<file path="src/rtl/stepper_pkg.sv">
// Shared types, coil tables and phase width for stepper_move_ctrl.
// STEPPER_HALF_STEP_EN selects the 8-entry half-step sequence.
package stepper_pkg;

  typedef enum logic [1:0] {
    IDLE,
    RUN,
    DONE
  } state_t;

  localparam int FULL_PHASES = 4;
  localparam int HALF_PHASES = 8;

  // Entry 0 sits in the least significant slot
  localparam logic [FULL_PHASES-1:0][3:0] FULL_TABLE = {
    4'b1001, 4'b0011, 4'b0110, 4'b1100
  };

  localparam logic [HALF_PHASES-1:0][3:0] HALF_TABLE = {
    4'b1001, 4'b0001, 4'b0011, 4'b0010,
    4'b0110, 4'b0100, 4'b1100, 4'b1000
  };

`ifdef STEPPER_HALF_STEP_EN
  localparam int PHASES = HALF_PHASES;
`else
  localparam int PHASES = FULL_PHASES;
`endif

  typedef logic [$clog2(PHASES)-1:0] phase_t;

  function automatic logic [3:0] coil_of(input phase_t idx);
`ifdef STEPPER_HALF_STEP_EN
    return HALF_TABLE[idx];
`else
    return FULL_TABLE[idx];
`endif
  endfunction

endpackage

</file>
<file path="src/rtl/step_tick_detect.sv">
// One-cycle rising-edge pulse on a same-domain divided clock.
module step_tick_detect (
  input  logic clk,
  input  logic rst,
  input  logic sig_i,
  output logic tick_o
);

  logic sig_q;

  always_ff @(posedge clk or posedge rst) begin
    if (rst) sig_q <= 1'b0;
    else     sig_q <= sig_i;
  end

  assign tick_o = sig_i & ~sig_q;

endmodule

</file>
<file path="src/rtl/stepper_move_ctrl.sv">
// Relative-move executor for a 4-coil stepper driven by step_clk ticks.
// Build option STEPPER_HALF_STEP_EN switches to half-step phasing.
module stepper_move_ctrl
  import stepper_pkg::*;
#(
  parameter int STEPS_W   = 16,
  parameter bit IDLE_HOLD = 1'b1
) (
  input  logic               clk,
  input  logic               rst,
  input  logic               step_clk,
  input  logic               cmd_valid,
  output logic               cmd_ready,
  input  logic               cmd_dir,
  input  logic [STEPS_W-1:0] cmd_steps,
  input  logic               abort,
  output logic [3:0]         coil,
  output logic               busy,
  output logic               done,
  output logic [STEPS_W-1:0] steps_left
);

  state_t             state_q;
  phase_t             phase_q;
  phase_t             phase_d;
  logic [3:0]         coil_q;
  logic               busy_q;
  logic               done_q;
  logic               dir_q;
  logic [STEPS_W-1:0] left_q;
  logic               tick;

  step_tick_detect u_tick (
    .clk    (clk),
    .rst    (rst),
    .sig_i  (step_clk),
    .tick_o (tick)
  );

  assign phase_d = dir_q ? phase_q + phase_t'(1)
                         : phase_q - phase_t'(1);

  always_ff @(posedge clk or posedge rst) begin
    if (rst) begin
      state_q <= IDLE;
      phase_q <= '0;
      coil_q  <= '0;
      busy_q  <= 1'b0;
      done_q  <= 1'b0;
      dir_q   <= 1'b0;
      left_q  <= '0;
    end else begin
      done_q <= 1'b0;
      unique case (state_q)
        IDLE: begin
          if (cmd_valid) begin
            dir_q  <= cmd_dir;
            left_q <= cmd_steps;
            if (cmd_steps == '0) begin
              state_q <= DONE;
              done_q  <= 1'b1;
            end else begin
              state_q <= RUN;
              busy_q  <= 1'b1;
            end
          end
        end
        RUN: begin
          // Abort beats a coincident tick: no step is taken
          if (abort) begin
            state_q <= DONE;
            done_q  <= 1'b1;
          end else if (tick) begin
            phase_q <= phase_d;
            coil_q  <= coil_of(phase_d);
            left_q  <= left_q - STEPS_W'(1);
            if (left_q == STEPS_W'(1)) begin
              state_q <= DONE;
              done_q  <= 1'b1;
            end
          end
        end
        DONE: begin
          state_q <= IDLE;
          busy_q  <= 1'b0;
          if (IDLE_HOLD == 1'b0) coil_q <= '0;
        end
        default: state_q <= IDLE;
      endcase
    end
  end

  assign cmd_ready  = (state_q == IDLE);
  assign coil       = coil_q;
  assign busy       = busy_q;
  assign done       = done_q;
  assign steps_left = left_q;

endmodule

</file>
<file path="config.mk">
export PLATFORM = sky130hd
export DESIGN_NAME = stepper_move_ctrl
export DESIGN_NICKNAME = d
export VERILOG_FILES = /design/src/rtl/stepper_pkg.sv /design/src/rtl/step_tick_detect.sv /design/src/rtl/stepper_move_ctrl.sv
export SDC_FILE = /design/constraint.sdc
export NUM_CORES = 1
export LEC_CHECK = 0
export ABC_CLOCK_PERIOD_IN_PS = 2700
export BUFFER_PORTS_ARGS = -buffer_cell sky130_fd_sc_hd__buf_2
export CAP_MARGIN = 20
export CORE_ASPECT_RATIO = 2
export CORE_MARGIN = 5
export CORE_UTILIZATION = 51
export CTS_CLUSTER_SIZE = 14
export DETAILED_ROUTE_END_ITERATION = 16
export PLACE_DENSITY = 0.88
export SKIP_LAST_GASP = 1
export SYNTH_ARGS = -nofsm -noshare
export SYNTH_HDL_FRONTEND = slang
export SYNTH_HIERARCHICAL = 1
export SYNTH_SLANG_ARGS = --single-unit
</file>
<file path="constraint.sdc">
create_clock -name clk -period 2.7 [get_ports clk]
set_input_delay 0 -clock clk [delete_from_list [all_inputs] [get_ports clk]]
set_output_delay 0 -clock clk [all_outputs]
set_load 0.005 [all_outputs]
</file>
==> out/qor.txt <==
status -> completed
Cell Area, Synth -> 1577 sq um
first-pass GRT wire length -> 7.659 mm
deepest clock path buffer count -> 2
post-synth top area cell -> dfrtp_1
skew final -> 0.004185 ns
CORE AREA -> 2978 sq um
largest net degree at the start of global routing -> 28
area delta synth->final -> 23.89%
PostCTS Resize Cnt -> 0
layout cells sized above 1 -> 0.2555
adder-cell share of the synthesized area -> 0.01587
post-synth net total -> 201
Initial Utilization -> 0.5294
RSZ-0062 raised after global routing -> no
EDFF count, synth -> 0
worst-path fanout max -> 7
max_cap viols -> 0
CP Class -> flip-flop to flip-flop
die height -> 88.63 microns
Compound-Gate Fraction of Synth Area -> 0.2302
Syn Area/Cell -> 8.907 sq um
Area contributors post-synth -> dfrtp_1 (43%), a21oi_1 (5.1%), nand2_1 (3.8%), o21ai_0 (3.5%), nor2_1 (3.1%)
DIE AREA -> 4371 sq um
drt first pass iters -> 4
Netlist cell types -> 50
Synth top cells by count -> dfrtp_1 (27), a21oi_1 (16), nand2_1 (16), nor2_1 (13), o21ai_0 (11)
vias in the first global route -> 1653
number of port buffers -> 44
f_max -> 457.6 MHz
wire length per cell -> 17.74 microns
Die Width -> 49.32 microns
worst endpoint required time -> 2.86 ns
Yosys warning total -> 6
Synth async-reset ratio -> 1.000
final setup vio count -> 0
cell family with most CP delay -> simple AND/OR/NAND/NOR gates
P_leak -> 0.8742 nW
Seq/Total Area, Yosys -> 0.4286
final period utilization -> 0.8093
largest family of logic cells by synthesized area -> simple AND/OR/NAND/NOR gates
initial antenna violation count -> 0
Clock Latency Late Sink -> 0.27 ns
top-count cell post-synth -> dfrtp_1
Final ANT Viol Nets -> 0
CP cell instances -> or4_4 -> or3_4 -> or3_4 -> o311ai_1
number of vias per cell -> 6.354
nets@finish -> 252
Worst-path clk slew -> 0.09 ns
Worst Path Arrival -> 2.35 ns
CP most frequent cell -> or3_4
max_slew headroom -> 0.4613
TritonCTS clock tree -> done
FF+latch count, synth -> 27
Synth Flop Type -> dfrtp_1
Pwr Density -> 964.5 nW/um^2
Initial DRC Count -> 46
Slowest-stage cell, CP -> or4_4
CTS H-tree lvls -> 1
Fin Setup TNS -> 0 ns
mux cell area share after synthesis -> 0
HPWL Detailed -> 3.436 mm
FP Rows -> 28
gr ovfl total -> 0
CTS Sinks -> 27
# fillers -> 266
Synth Area in XOR/XNOR -> 0.02778
Final Max Tran Viols -> 0
Ports -> 45
Vias -> 1633
Reg2Reg Setup Slack -> 0.51 ns
Antenna Cells -> 0
HP Class -> input pin to flip-flop
actual slew at the worst max-slew pin -> 0.8007 ns
post-synth top area share -> 0.4286
startpoint types -> flip-flop
gr usage total -> 0.2210
Post-Syn Instances -> 177
simple logic cell fraction of the synthesized area -> 0.2571
final hold violations -> 0
peak supply drop -> 0.6192 mV
crit path buf inv count -> 0
Finished Core Util -> 0.6559
Remaining DRCs -> 0
root buffer cell -> clkbuf_8
slowest stage delay, CP -> 0.57 ns
routed wire length -> 4.560 mm
gp weighted congestion -> 0.9107
crit end category -> flip-flop
Final Critical Period -> 2.185 ns
number of CTS-inserted buffers -> 3
==> worst reg2reg max path: stages (launching register included) <==
cell      delay, ns
dfrtp_1        0.46
or4_4          0.57
or3_4          0.35
or3_4          0.40
o311ai_1       0.30
==> cell usage in the layout (no fill, tap or decap), types with 4 or more instances in the layout <==
cell,instances
o311ai_1,4
buf_4,4
inv_1,8
o21ai_0,11
dfrtp_1,27
nand3_1,4
nand2_1,16
dlygate4sd3_1,5
nor3_1,6
nor4_1,7
buf_2,44
a21oi_1,16
nor2_1,13
==> state kept, by name, indices dropped and copies added, names as in the netlist <==
name,cells
busy,1
coil,4
dir_q,1
done,1
phase_q,1
state_q,2
steps_left,16
u_tick/sig_q,1
==> metrics by stage <==
stage               instance area (sq um)  setup WS, ns  cells  hold WS, ns  power [W]
floorplan                            1577        0.6647    177      -0.2713   0.001301
global placement                     1823        0.6373    246      -0.1528   0.001615
detailed placement                   1823        0.5618    246      -0.1435   0.001639
CTS                                  1918        0.5406    255      0.01667   0.001876
global route                         1953        0.4380    257      0.03499   0.002048
finish                               1953        0.5149    257      0.01163   0.001884
==> per-layer routing <==
metal  part of all wire  GRT usage  wire length, microns  up-vias
met2               0.55     0.3937                  2489       69
met3              0.052    0.03373                   236       20
met4              0.045     0.1422                   207        0
met5                  0          0                     0        -
li1                   -          -                     -      775
met1               0.36     0.2371                  1627      769
==> final cells by class <==
class | count | area [sq um] | area share
inverters | 8 | 30.03 | 0.01537
well taps | 30 | 37.54 | 0.01922
multi-input cells | 134 | 837.1 | 0.4286
flip-flops and latches | 27 | 675.6 | 0.3459
clock buffers | 4 | 45.04 | 0.02306
repair buffers | 54 | 327.8 | 0.1678
==> path summary, 6_finish.rpt <==
kind                                from            end  cells past startpoint
max reg2reg                steps_left[9]           done                      4
max in group asynchronous            rst  steps_left[6]                      4
min                         cmd_steps[3]  steps_left[3]                      3
min reg2reg                      coil[2]        coil[2]                      2
max                        steps_left[9]           done                      4
min in group asynchronous            rst   u_tick/sig_q                      3
==> where the power goes <==
part / switching, W / internal [W] / leakage, nW / total, W
Sequential: 0.000237 / 0.000579 / 0.322 / 0.000816
Clock: 0.000126 / 0.000106 / 0.0228 / 0.000232
Combinational: 0.000449 / 0.000387 / 0.530 / 0.000836
==> timing repair <==
action	in CTS	in global routing
endpoints found under the setup margin	0	0
hold endpoints to repair	24	0
buffers inserted	0	0
hold buffers	5	0
==> logic make-up after synthesis <==
logic type | after synthesis
flops | 27
xor+xnor | 5
buf+inv | 16
fa+ha+maj | 2
simple gates | 71
compound gates | 56
Note: power is estimated with default switching activity, not from simulation.
